--- src/rtl/risk_gate.sv ---
// risk_gate: pre-trade risk gate (price band, max qty, position limit, rate throttle, kill switch).
// Define RISK_STATS_EN to add saturating approved_cnt/rejected_cnt outputs.
module risk_gate #(
    parameter int PRICE_W     = 32,
    parameter int QTY_W       = 16,
    parameter int ORDER_W     = 64,
    parameter int POS_W       = 32,
    parameter int RATE_WINDOW = 1024,
    parameter int RATE_MAX    = 16
) (
    input  logic               clk,
    input  logic               reset,
    input  logic [PRICE_W-1:0] risk_min,
    input  logic [PRICE_W-1:0] risk_max,
    input  logic [QTY_W-1:0]   max_qty,
    input  logic [POS_W-1:0]   pos_limit,
    input  logic               kill,
    input  logic [ORDER_W-1:0] in_order,
    input  logic               in_valid,
    output logic               in_ready,
    output logic [ORDER_W-1:0] out_order,
    output logic               out_valid,
    input  logic               out_ready,
    output logic               rej_valid,
    output logic [2:0]         rej_code,
    output logic [POS_W-1:0]   position
`ifdef RISK_STATS_EN
   ,output logic [31:0]        approved_cnt,
    output logic [31:0]        rejected_cnt
`endif
);
    localparam int WC_W = (RATE_WINDOW > 1) ? $clog2(RATE_WINDOW) : 1;
    localparam int RC_W = $clog2(RATE_MAX + 1);

    logic               s1_valid_q;
    logic [ORDER_W-1:0] s1_order_q;
    logic               out_valid_q;
    logic [ORDER_W-1:0] out_order_q;
    logic               rej_valid_q;
    logic [2:0]         rej_code_q;
    logic [POS_W-1:0]   position_q, position_d;
    logic [WC_W-1:0]    wc_q, wc_d;
    logic [RC_W-1:0]    rate_q, rate_d;

    logic               advance, evaluate, take, wrap, buy;
    logic [PRICE_W-1:0] price;
    logic [QTY_W-1:0]   qty;
    logic [POS_W:0]     pos_x, qty_x, proj, mag;
    logic [2:0]         code;

    always_comb begin
        advance    = !out_valid_q || out_ready;
        price      = s1_order_q[PRICE_W-1:0];
        qty        = s1_order_q[PRICE_W+QTY_W-1:PRICE_W];
        buy        = s1_order_q[ORDER_W-1];
        // One extra bit so the projected position cannot wrap before the limit compare
        pos_x      = {position_q[POS_W-1], position_q};
        qty_x      = (POS_W+1)'(qty);
        proj       = buy ? pos_x + qty_x : pos_x - qty_x;
        mag        = proj[POS_W] ? -proj : proj;
        code       = kill                                 ? 3'd1 :
                     (price < risk_min || price > risk_max) ? 3'd2 :
                     (qty == '0 || qty > max_qty)           ? 3'd3 :
                     (mag > {1'b0, pos_limit})              ? 3'd4 :
                     (rate_q == RC_W'(RATE_MAX))            ? 3'd5 : 3'd0;
        evaluate   = advance && s1_valid_q;
        take       = evaluate && code == 3'd0;
        wrap       = wc_q == WC_W'(RATE_WINDOW - 1);
        wc_d       = wrap ? '0 : wc_q + WC_W'(1);
        rate_d     = wrap ? RC_W'(take) : rate_q + RC_W'(take);
        position_d = take ? proj[POS_W-1:0] : position_q;
    end

    always_ff @(posedge clk or posedge reset) begin
        if (reset) begin
            s1_valid_q  <= 1'b0;
            s1_order_q  <= '0;
            out_valid_q <= 1'b0;
            out_order_q <= '0;
            rej_valid_q <= 1'b0;
            rej_code_q  <= '0;
            position_q  <= '0;
            wc_q        <= '0;
            rate_q      <= '0;
        end else begin
            wc_q        <= wc_d;
            rate_q      <= rate_d;
            position_q  <= position_d;
            rej_valid_q <= evaluate && !take;
            if (evaluate && !take)
                rej_code_q <= code;
            if (advance) begin
                s1_order_q  <= in_order;
                s1_valid_q  <= in_valid;
                out_valid_q <= take;
                if (take)
                    out_order_q <= s1_order_q;
            end
        end
    end

`ifdef RISK_STATS_EN
    logic [31:0] appr_q, rejc_q;

    always_ff @(posedge clk or posedge reset) begin
        if (reset) begin
            appr_q <= '0;
            rejc_q <= '0;
        end else begin
            if (take && appr_q != '1)
                appr_q <= appr_q + 32'd1;
            if (evaluate && !take && rejc_q != '1)
                rejc_q <= rejc_q + 32'd1;
        end
    end

    assign approved_cnt = appr_q;
    assign rejected_cnt = rejc_q;
`endif

    assign in_ready  = advance;
    assign out_order = out_order_q;
    assign out_valid = out_valid_q;
    assign rej_valid = rej_valid_q;
    assign rej_code  = rej_code_q;
    assign position  = position_q;
endmodule

--- config.mk ---
export PLATFORM = sky130hd
export DESIGN_NAME = risk_gate
export DESIGN_NICKNAME = d
export VERILOG_FILES = /design/src/rtl/risk_gate.sv
export SDC_FILE = /design/constraint.sdc
export NUM_CORES = 1
export LEC_CHECK = 0
export ABC_AREA = 1
export CORE_ASPECT_RATIO = 1.25
export CORE_UTILIZATION = 40
export DETAILED_ROUTE_END_ITERATION = 12
export GPL_ROUTABILITY_DRIVEN = 0
export PLACE_DENSITY = 0.66
export SLEW_MARGIN = 20
export SYNTH_ARGS = -nofsm -noshare
export SYNTH_HDL_FRONTEND = slang
export SYNTH_SLANG_ARGS = --single-unit
--- constraint.sdc ---
create_clock -name clk -period 17.79 [get_ports clk]
set_input_delay 3.558 -clock clk [delete_from_list [all_inputs] [get_ports clk]]
set_output_delay 3.558 -clock clk [all_outputs]
set_load 0.1 [all_outputs]
# Yosys cells after proc, flatten, opt, wreduce, memory -nomap -nowiden
# Index checks and enable logic that the tools add are counted.
# totals
ff_bits	181
latchBits	0
mem_bits_rw	0
rom_bits	0
output_inout_bits	102
wordCells	40
n_memories	0
# op_classes
n_addsub	5
multipliers	0
div	0
n_lt_le_gt_ge	4
n_eq_ne	2
n_shift	0
mux	9
bitwise	0
reduce_logical	11
# ops
cell	n
$mux W33	2
$add A32 B17 Y33	1
$gt A33 B32 Y1	1
$neg A33 Y33	1
$sub A32 B17 Y33	1
$gt A32 B32 Y1	1
$lt A32 B32 Y1	1
$gt A16 B16 Y1	1
$logic_not A16 Y1	1
$mux W3	5
$add A10 B1 Y10 const B	1
$eq A10 B10 Y1 const B	1
$mux W10	1
$add A5 B1 Y5	1
$eq A5 B5 Y1 const B	1
$mux W5	1
$logic_and A1 B1 Y1	3
$logic_not A3 Y1	1
$logic_or A1 B1 Y1	3
$logic_not A1 Y1	2
$reduce_and A2 Y1	1

# Longest topological paths before layout
# logic_depth
ltp_word	13
mapped_depth	57

# Least setup slack after synthesis
# Ideal clock, no wire load.
# synth_path
path_type	input-to-output
startpoint	input port out_ready
endpoint	output port in_ready
arrival_time_ps	4780
required_time_ps	14232
slack_ps	9452
stages	3
path_cell_list	nor2_1 > inv_2 > clkbuf_1
# synth_between
elab_chain_len	1
# synth_lines
item	line	source
start: declaration	23	input logic out_ready,
$logic_or A1 B1 Y1	52	advance = !out_valid_q || out_ready;
end: declaration	20	output logic in_ready,
# Every way passes these cells.

# Worst setup path in the final report
# Ends and elaborated chain as after synthesis.

==> flow_metrics.tcl <==
set metrics [dict create \
    status "finished clean" \
    grt_pass1_vias 13557 \
    crit_buf_inv 4 \
    ys_warn_count 0 \
    synth_cell_types 46 \
    vias 13381 \
    critPathSlowestCell "clkdlybuf4s50_1" \
    worstRegToRegCells 53 \
    tightestPinTransition_ps 1140 \
    grt_use_total_pct 24.2 \
    wl_per_cell_um 15.4 \
    num_rows 75 \
    crit_family "buffers and inverters" \
    root_buffer "clkbuf_16" \
    layout_min_cycle_time_ps 9250 \
    top_layer_used "met5" \
    core_um2 33800 \
    synth-main-ff-cell "dfrtp_1" \
    cp-start-kind "input pin" \
    met1_length_um 16900 \
    portBuffers 282 \
    timing.rr.start "s1_order_q[32]" \
    htreeDepth 4 \
    nets 2592 \
    fmax_mhz 108 \
    ant_nets 0 \
    worst_setup_path_end_kind "primary output" \
    start_util_pct 40.8 \
    min_from "out_order[42]" \
    fin_area_um2 17500 \
    synthTopCellsByArea "dfrtp_1 (33%), nand2_1 (20%), ha_1 (14%)" \
    drc 0 \
    yosysMostFrequentCell "nand2_1" \
    area_growth_pct 27.0 \
    rrSetupSlack_ps 9100 \
    drt_iter0_markers 661 \
    final-setup-viol-count 0 \
    postCtsResizedCells 0 \
    ir_worst_vdd_v 0.000112 \
    cts_made_buffers 17 \
    async_reset_ff_share_pct 100 \
    grt_max_degree 109 \
    io_pins 283 \
    fp.dieW_um 168 \
    cp_data_required_time_ps 14230 \
    setup_tns_ps 0 \
    grt_first_pass_wirelength_um 67500 \
    synth_top_cell_by_area "dfrtp_1" \
    cts_hold_buf 0 \
    cts_tree "done" \
    final_max_slew_viol_count 0 \
    via_per_inst 4.96 \
    die-area_um2 35200 \
    hold_path_depth 2 \
    crit_path_max_incr_delay_ps 990 \
    netlist_top_cells_count "nand2_1 (734), inv_1 (316), dfrtp_1 (181)" \
    grt_remaining_overflow 0 \
    worst-path-max-fanout 52 \
    rsz0062_at_grt "false" \
    hold_path_end "out_order[42]" \
    cap_violations 0 \
    cp.arrival_ps 5700 \
    postSynthAreaPerCell_um2 6.89 \
    min_period_over_period_pct 52.0 \
    crit-reg2reg-capture "rate_q[4]" \
    cts_buffer_depth 2 \
    wl_met2_um 20800 \
    syn-num-nets 2334 \
    syn_area_um2 13800 \
    relSlewSlack_pct 24.1 \
    wirelength_um 41500 \
    synthCells 2003 \
    place_area_um2 17000 \
    yosysSeqAreaShare_pct 32.8 \
    hpwl_um 32000 \
    critPathKind "input pin to primary output" \
    drive_gt1_share_pct 3.74 \
    hold_viol_final 0 \
    antenna_found_initial 2 \
    postCtsSetupRepairBufs 0 \
    synth_edf_count 0 \
    clk_pin_slew_ps 70 \
    die-height_um 210 \
    cp_common_cell "clkdlybuf4s50_1" \
    synth_seq_cells 181 \
    wl_met3_um 2590 \
    synth_top_area_share_pct 32.8 \
    clock_latency_ps 460 \
    cts_num_sinks 181 \
    p_leak_nw 9.60 \
    power_density_nw_per_um2 206 \
    first_pass_iters 5 \
    skew_ps 14.9 \
    min_path_type "flop to flop" \
    critical_path.cell_chain "clkdlybuf4s50_1, nor2_4, buf_4, inv_2, clkdlybuf4s50_1" \
]
==> routing by layer <==
layer | vias up | track usage (%)
met1 | 6147 | 27.0
met5 | - | 0
met4 | 2 | 9.15
met2 | 373 | 44.4
li1 | 6788 | -
met3 | 71 | 5.75
==> cells in the final DEF (no fill, tap or decap), types with 3 or more instances in the layout <==
cell / n
nand2_2: 9
o21bai_1: 6
nor2_1: 113
a21oi_1: 82
inv_2: 7
nor2_2: 7
nand3b_1: 5
a31oi_1: 5
nand3_2: 11
o221ai_1: 3
clkdlybuf4s50_1: 282
nand4_1: 21
nand3_1: 154
clkinv_2: 3
nor4_1: 4
clkbuf_16: 17
nor2_4: 4
nor3_1: 19
xor2_1: 44
inv_6: 7
buf_4: 6
nand2_1: 734
a211oi_1: 6
dfrtp_1: 181
inv_1: 315
ha_1: 149
xnor2_1: 8
inv_8: 3
o21ai_0: 41
==> state kept, by name, indices dropped and copies added (netlist names) <==
| name | cells |
|---|---|
| s1_valid_q | 1 |
| out_valid | 1 |
| position | 32 |
| rej_code | 3 |
| rate_q | 5 |
| out_order | 64 |
| s1_order_q | 64 |
| wc_q | 10 |
| rej_valid | 1 |
==> final cells by class <==
cell class                      count  area, µm²
Tap cell                          423        529
Inverter                          324       1220
Clock inverter                     14        131
Antenna cell                        1       2.50
Sequential cell                   181       4530
Clock buffer                       18        429
Timing Repair Buffer              288       2870
Fill cell                        3323      16300
Multi-Input combinational cell   1449       7810
==> worst min-delay path: cells and delay by family, from the launching register on <==
family / cells / cell delay [ps]
flip-flops: 1 / 340
AND/OR/NAND/NOR: 2 / 100
==> stage by stage <==
stage	total power, W	util (%)	setup WS (ps)	instances	hold slack [ps]
global route	0.00390	51.9	7850	2697	505
detailed placement	0.00324	50.2	8520	2665	459
finish	0.00361	51.9	8540	2698	475
global placement	0.00320	50.2	8520	2665	454
floorplan	0.00258	-	9320	2003	440
CTS	0.00362	51.9	8510	2697	477
==> worst max path at each step <==
stage | start | to | slack (ps) | cells after the start
2_1_floorplan | reset | out_order[0] | 9320 | 1
3_3_place_gp | out_ready | in_ready | 8520 | 5
3_5_place_dp | out_ready | in_ready | 8520 | 5
4_1_cts | out_ready | in_ready | 8510 | 5
5_1_grt | s1_order_q[33] | rate_q[4] | 7850 | 53
6_report | out_ready | in_ready | 8540 | 5
==> cells by family after synthesis <==
family / share of synthesized area [%]
compound gates: 6.11
xor+xnor: 3.50
fa+ha+maj: 13.7
buf+inv: 10.6
flops: 32.8
simple gates: 33.3
==> report_power, final <==
group	switching [W]	internal, W
combinational	0.00186	0.000729
clock	0.000184	0.000185
sequential	0.000113	0.000538
total	0.00215	0.00145
No activity file was read; power rests on OpenSTA's default activity.
